===== config.mk =====
export PLATFORM = sky130hd
export DESIGN_NAME = sev_seg_scan_ctrl
export DESIGN_NICKNAME = d
export VERILOG_FILES = /design/src/rtl/sev_seg_pkg.sv /design/src/rtl/seg_code_decode.sv /design/src/rtl/sev_seg_scan_ctrl.sv
export SDC_FILE = /design/constraint.sdc
export NUM_CORES = 1
export LEC_CHECK = 0
export ABC_AREA = 0
export CORE_ASPECT_RATIO = 1.5
export CORE_UTILIZATION = 40
export CTS_BUF_LIST = sky130_fd_sc_hd__clkbuf_8
export CTS_CLUSTER_DIAMETER = 40
export DETAILED_ROUTE_END_ITERATION = 8
export SLEW_MARGIN = 10
export SYNTH_ARGS = -nofsm -noshare
export SYNTH_HDL_FRONTEND = slang
export SYNTH_SLANG_ARGS = --single-unit

===== constraint.sdc =====
create_clock -name clk -period 5 [get_ports clk]
set_input_delay 1 -clock clk [delete_from_list [all_inputs] [get_ports clk]]
set_output_delay 1 -clock clk [all_outputs]
set_load 0.01 [all_outputs]

===== src/rtl/sev_seg_pkg.sv =====
// Shared constants and types for the seven-segment scan controller.
package sev_seg_pkg;
  localparam int N_DIGITS = 4;

  localparam logic [7:0] SEG_DASH       = 8'h0A;
  localparam logic [7:0] SEG_BLANK      = 8'h0B;
  localparam logic [7:0] SEG_UNDERSCORE = 8'h0C;

  localparam logic [6:0] SEGS_OFF = 7'h7F;

  typedef enum logic {ST_ON, ST_BLANK} scan_state_t;
endpackage


===== src/rtl/seg_code_decode.sv =====
// Display code to active-low segment pattern {g,f,e,d,c,b,a}.
module seg_code_decode
  import sev_seg_pkg::*;
(
  input  logic [7:0] code,
  output logic [6:0] segs
);

  always_comb begin
    segs = SEGS_OFF;
    case (code)
      8'h00:          segs = 7'h40;
      8'h01:          segs = 7'h79;
      8'h02:          segs = 7'h24;
      8'h03:          segs = 7'h30;
      8'h04:          segs = 7'h19;
      8'h05:          segs = 7'h12;
      8'h06:          segs = 7'h02;
      8'h07:          segs = 7'h78;
      8'h08:          segs = 7'h00;
      8'h09:          segs = 7'h10;
      SEG_DASH:       segs = 7'h3F;
      SEG_BLANK:      segs = SEGS_OFF;
      SEG_UNDERSCORE: segs = 7'h77;
      default:        segs = SEGS_OFF;
    endcase
  end

endmodule


===== src/rtl/sev_seg_scan_ctrl.sv =====
// 4-digit multiplexed seven-segment scanner with a shadowed frame buffer
// that is swapped into the displayed frame only at frame boundaries.
module sev_seg_scan_ctrl
  import sev_seg_pkg::*;
#(
  parameter int SCAN_DIV  = 50000,
  parameter int BLANK_CYC = 16,
  parameter int CNT_W     = $clog2(SCAN_DIV)
) (
  input  logic        clk,
  input  logic        rst_n,
  input  logic        en,
  input  logic        frame_valid,
  output logic        frame_ready,
  input  logic [31:0] frame_data,
  input  logic [3:0]  dp_mask,
  input  logic        lz_blank_en,
  output logic [3:0]  an,
  output logic [6:0]  a_to_g,
  output logic        dp,
  output logic        frame_done,
  output logic [1:0]  digit_idx
);

  localparam logic [CNT_W-1:0] ON_LAST    = CNT_W'(SCAN_DIV - BLANK_CYC - 1);
  localparam logic [CNT_W-1:0] BLANK_LAST = CNT_W'(BLANK_CYC - 1);

  scan_state_t state, state_nxt;
  logic [CNT_W-1:0] cnt, cnt_nxt;
  logic [1:0] idx_nxt;
  logic boundary;

  logic [31:0] shadow;
  logic shadow_full;
  logic [N_DIGITS-1:0][7:0] active;
  logic [N_DIGITS-1:0][7:0] eff;
  logic zero_above;
  logic [7:0] cur_code;
  logic [6:0] cur_segs;
  logic [3:0] an_nxt;
  logic [6:0] seg_nxt;
  logic dp_nxt;
  logic accept;

  // Handshake: a frame moves when frame_valid & frame_ready on a rising clk;
  // frame_ready is high exactly while the shadow is empty, and valid may drop
  // at any time without a transfer.
  assign frame_ready = ~shadow_full;
  assign accept      = frame_valid & ~shadow_full;

  always_ff @(posedge clk or negedge rst_n) begin
    if (!rst_n) begin
      state     <= ST_BLANK;
      cnt       <= '0;
      digit_idx <= 2'd3;
    end else begin
      state     <= state_nxt;
      cnt       <= cnt_nxt;
      digit_idx <= idx_nxt;
    end
  end

  // Disabled scanning parks at the start of digit 3's blank gap.
  always_comb begin
    state_nxt = state;
    cnt_nxt   = cnt + 1'b1;
    idx_nxt   = digit_idx;
    boundary  = 1'b0;
    if (!en) begin
      state_nxt = ST_BLANK;
      cnt_nxt   = '0;
      idx_nxt   = 2'd3;
    end else if (state == ST_ON) begin
      if (cnt == ON_LAST) begin
        state_nxt = ST_BLANK;
        cnt_nxt   = '0;
      end
    end else if (cnt == BLANK_LAST) begin
      state_nxt = ST_ON;
      cnt_nxt   = '0;
      idx_nxt   = digit_idx + 2'd1;
      boundary  = (digit_idx == 2'd3);
    end
  end

  always_ff @(posedge clk or negedge rst_n) begin
    if (!rst_n) begin
      shadow      <= '0;
      shadow_full <= 1'b0;
      active      <= {N_DIGITS{SEG_BLANK}};
    end else if (boundary && shadow_full) begin
      active      <= shadow;
      shadow_full <= 1'b0;
    end else if (accept) begin
      shadow      <= frame_data;
      shadow_full <= 1'b1;
    end
  end

  // Leading zeros blank from the leftmost digit down; digit 0 always shows.
  always_comb begin
    eff        = active;
    zero_above = lz_blank_en;
    for (int j = N_DIGITS - 1; j >= 1; j--) begin
      zero_above = zero_above && (active[j] == 8'h00);
      if (zero_above) eff[j] = SEG_BLANK;
    end
  end

  assign cur_code = eff[digit_idx];

  seg_code_decode u_dec (
    .code (cur_code),
    .segs (cur_segs)
  );

  always_comb begin
    an_nxt  = 4'hF;
    seg_nxt = SEGS_OFF;
    dp_nxt  = 1'b1;
    if (en && state == ST_ON) begin
      an_nxt  = ~(4'b0001 << digit_idx);
      seg_nxt = cur_segs;
      dp_nxt  = ~dp_mask[digit_idx];
    end
  end

  always_ff @(posedge clk or negedge rst_n) begin
    if (!rst_n) begin
      an         <= 4'hF;
      a_to_g     <= SEGS_OFF;
      dp         <= 1'b1;
      frame_done <= 1'b0;
    end else begin
      an         <= an_nxt;
      a_to_g     <= seg_nxt;
      dp         <= dp_nxt;
      frame_done <= boundary;
    end
  end

endmodule


==> impl_results.md <==
- Vias post-DR: 2766
- Synth area leaders: dfrtp_1, dfstp_2, mux2_1
- Final core utilization: roughly half
- Layout cells sized above 1: 20.6%
- Pint: approximately 1.1 mW
- # clock sinks: 97
- Setup crit start kind: primary input
- Pwr Density: approximately 260 nW/um^2
- Net Sw Frac: a little under a quarter
- Crit path DAT: roughly 3.7 ns
- Clk root buf: clkbuf_8
- Initial antenna violation count: 0
- Final wirelength: around 8000 um
- Gr usage total: between 10% and 20%
- Syn-to-layout area delta: 20.2%
- Diode count: 0
- Die W: approximately 87 um
- Post-CTS sizing: 0
- Clk_skew: ~0.012 ns
- Final Wtd Congestion: 0.794
- Top cell type's share of synthesized area: between 40% and 50%
- Clk pwr share: 32.6%
- Post-CTS Setup Inserts: 0
- Max incr delay on CP: a little under 0.5 ns
- Slew Viols, Final: 0
- Register share of total power: between 60% and 70%
- CP Class: in -> reg
- Final layout net count: 448
- # IOs: 57
- Syn nets: between 300 and 400
- Number of global-route vias before repair: ~2800
- CTS max path bufs: 2
- Yosys warnings: 0
- Status: finished, final reports clean
- RSZ-0062 raised after global routing: false
- Max IR drop VDD: about 0.00015 V
- Crit-path leading delay family: simple AND/OR/NAND/NOR gates
- Number of buffers created by CTS: 9
- Clk_lat worst skew: 0.36 ns
- # DRC: 0
- Routed WL per cell: roughly 15 um
- Crit path time final: 3.45 ns
- Floorplan Core Area: ~11000 sq um
- Max_cap viols: 0
- Final TNS setup: 0 ns
- Port Buffers: 56
- Register bit count reported by yosys: slightly below 100
- Seq/Total Area, Yosys: 56.5%
- Vias per inst: approximately 5.1
- H-tree depth: 3
- Synth area leader: dfrtp_1
- Setup-failing EPs final: 0
- Iteration-0 DRC Markers: between 90 and 100
- CTS tree: yes
- Starting Density: slightly above 40%
- Rel. slew slack: 44.5%
- Post-synth EDFFs: 0
- Grt total ovfl: 0
- Mapped Area: ~4400 sq um
- Die H: 130 um
- Cell Rows: 46
- Worst slew pin tran: roughly 0.83 ns
- Required time worst endpoint: approximately 5.3 ns
- Period utilization: around 69%
- Synth cell types: 46
- Async SR Flop Fraction: 100%
- Die footprint: 11300 sq um
- Largest net degree at the start of global routing: between 60 and 70
- Hold crit path type: reg -> reg
- Slowest CP cell: or4b_4
- Cts hold-fix bufs: 0
- Main synth FF type: dfrtp_1
- Pleak: 2.31 nW
- Final ANT Viol Nets: 0
- Switch Pwr: ~320 uW
- Mapped Avg Cell Area: roughly 13 sq um
- Hold_ws: about 0.49 ns
- CP Buf/Inv Count: 2
- CP Capture Type: flip-flop
- Critical-path cell list: clkdlybuf4s50_1 -> or4b_4 -> nor4_4 -> a311oi_1 -> o32ai_4 -> inv_2 -> ha_1 -> nor2b_1 -> a211oi_1 -> o21ai_1
- Post-Syn Instances: around 340
- Max frequency: between 200 and 300 MHz
- First-pass GRT wire length: about 13000 um
- Post-DP HPWL: 5670 um
- Clock transition at the registers of the reported paths: about 0.080 ns
- Fin. Hold Viols: 0
- Combinational Power Share: under 10%
- TritonRoute pass-1 iters: 4
- Max FO, Critical Path: 6
## cells in the final DEF (no fill, tap or decap), drive strengths merged, types with 2 or more instances in the layout
cell           count
inv               14
o311ai             2
nor4               5
nor2b              4
and3               4
clkdlybuf4s50     55
o31ai              2
nand2             22
dfstp             27
or4b               2
mux2              64
and2               3
nor3               5
xnor2             11
o221ai             2
nand3              6
a311oi             2
o21a               2
clkbuf            10
a211oi             6
o32ai              2
ha                10
buf                4
mux4               2
o21ai              7
clkinv             3
xor2               4
nor2              34
nand4              2
a21oi              4
or4                6
dfrtp             70
## cells in the mapped netlist (all sizes together) (6+ instances only)
cell type and instances:
ha 10, mux2 64, nand3 6, o21ai 7
dfstp 27, xnor2 11, clkbuf 8, inv 11
or4 6, a211oi 6, dfrtp 70, nor2 34
nand2 22
## registers in the layout, summed over array words and instances (netlist names)
signal and flops:
active 32, digit_idx 2, an 4, state 1, cnt 16, a_to_g 7, dp 1, frame_done 1
shadow_full 1, shadow 32
## worst paths after layout
kind                       slack, ns        start    endpoint  depth (start not counted)
min in group asynchronous       0.72        rst_n     cnt[11]                          1
max reg2reg                     2.15   active[28]   a_to_g[0]                          9
min                             0.49   shadow[22]  shadow[22]                          1
min reg2reg                     0.49   shadow[22]  shadow[22]                          1
max                             1.55  lz_blank_en   a_to_g[0]                         10
max in group asynchronous       3.32        rst_n  active[11]                          2
## final cells by class
class | instances | area (sq um)
timing repair buffer | 59 | 581
inverter | 11 | 41.3
multi-input combinational | 219 | 1800
clock inverter | 6 | 30.0
sequential | 97 | 2460
fill | 1001 | 5360
clock buffer | 10 | 138
tap | 144 | 180
## cell families (layout without fill, tap and decap cells)
kind of cell,Yosys count,after routing,share of synthesized area [%]
DFF,97,97,56.5
muxes,67,67,17.8
adders and majority gates,10,10,2.87
xor gates and xnor gates,15,15,3.02
and+or+nand+nor,97,97,11.8
AOI/OAI and AO/OA,30,30,5.80
buffers and inverters,23,86,2.16
## per-stage QoR
step | total power, mW | area, sq um | cells | worst slack (ns)
finish | 1.38 | 5230 | 546 | 1.55
global route | 1.46 | 5230 | 546 | 1.32
CTS | 1.41 | 5230 | 546 | 1.52
detailed placement | 0.950 | 5060 | 530 | 1.13
global placement | 0.947 | 5060 | 530 | 1.24
floorplan | 0.888 | 4350 | 339 | 1.87
## power groups by stage
stage               clock, mW  combinational, mW  sequential (mW)
floorplan                   0             0.0469            0.842
global placement            0             0.0994            0.847
global route            0.509              0.111            0.838
finish                  0.450             0.0989            0.833
CTS                     0.471              0.102            0.834
detailed placement          0              0.102            0.849
## metal layers
layer | GRT usage (%) | routed length (um) | up-vias
li1 | - | - | 1313
met1 | 18.8 | 3380 | 1398
met2 | 26.6 | 4170 | 43
met3 | 3.73 | 247 | 12
met4 | 7.04 | 135 | 0
met5 | 0 | 0 | -
## worst reg2reg max path, delay by kind of cell (launching register included)
family / cells / cell delay (ns)
flops: 1 / 0.39
buf+inv: 1 / 0.09
fa+ha+maj: 1 / 0.21
compound gates: 4 / 0.92
simple gates: 3 / 1.16
No activity file was read; power rests on OpenSTA's default activity.
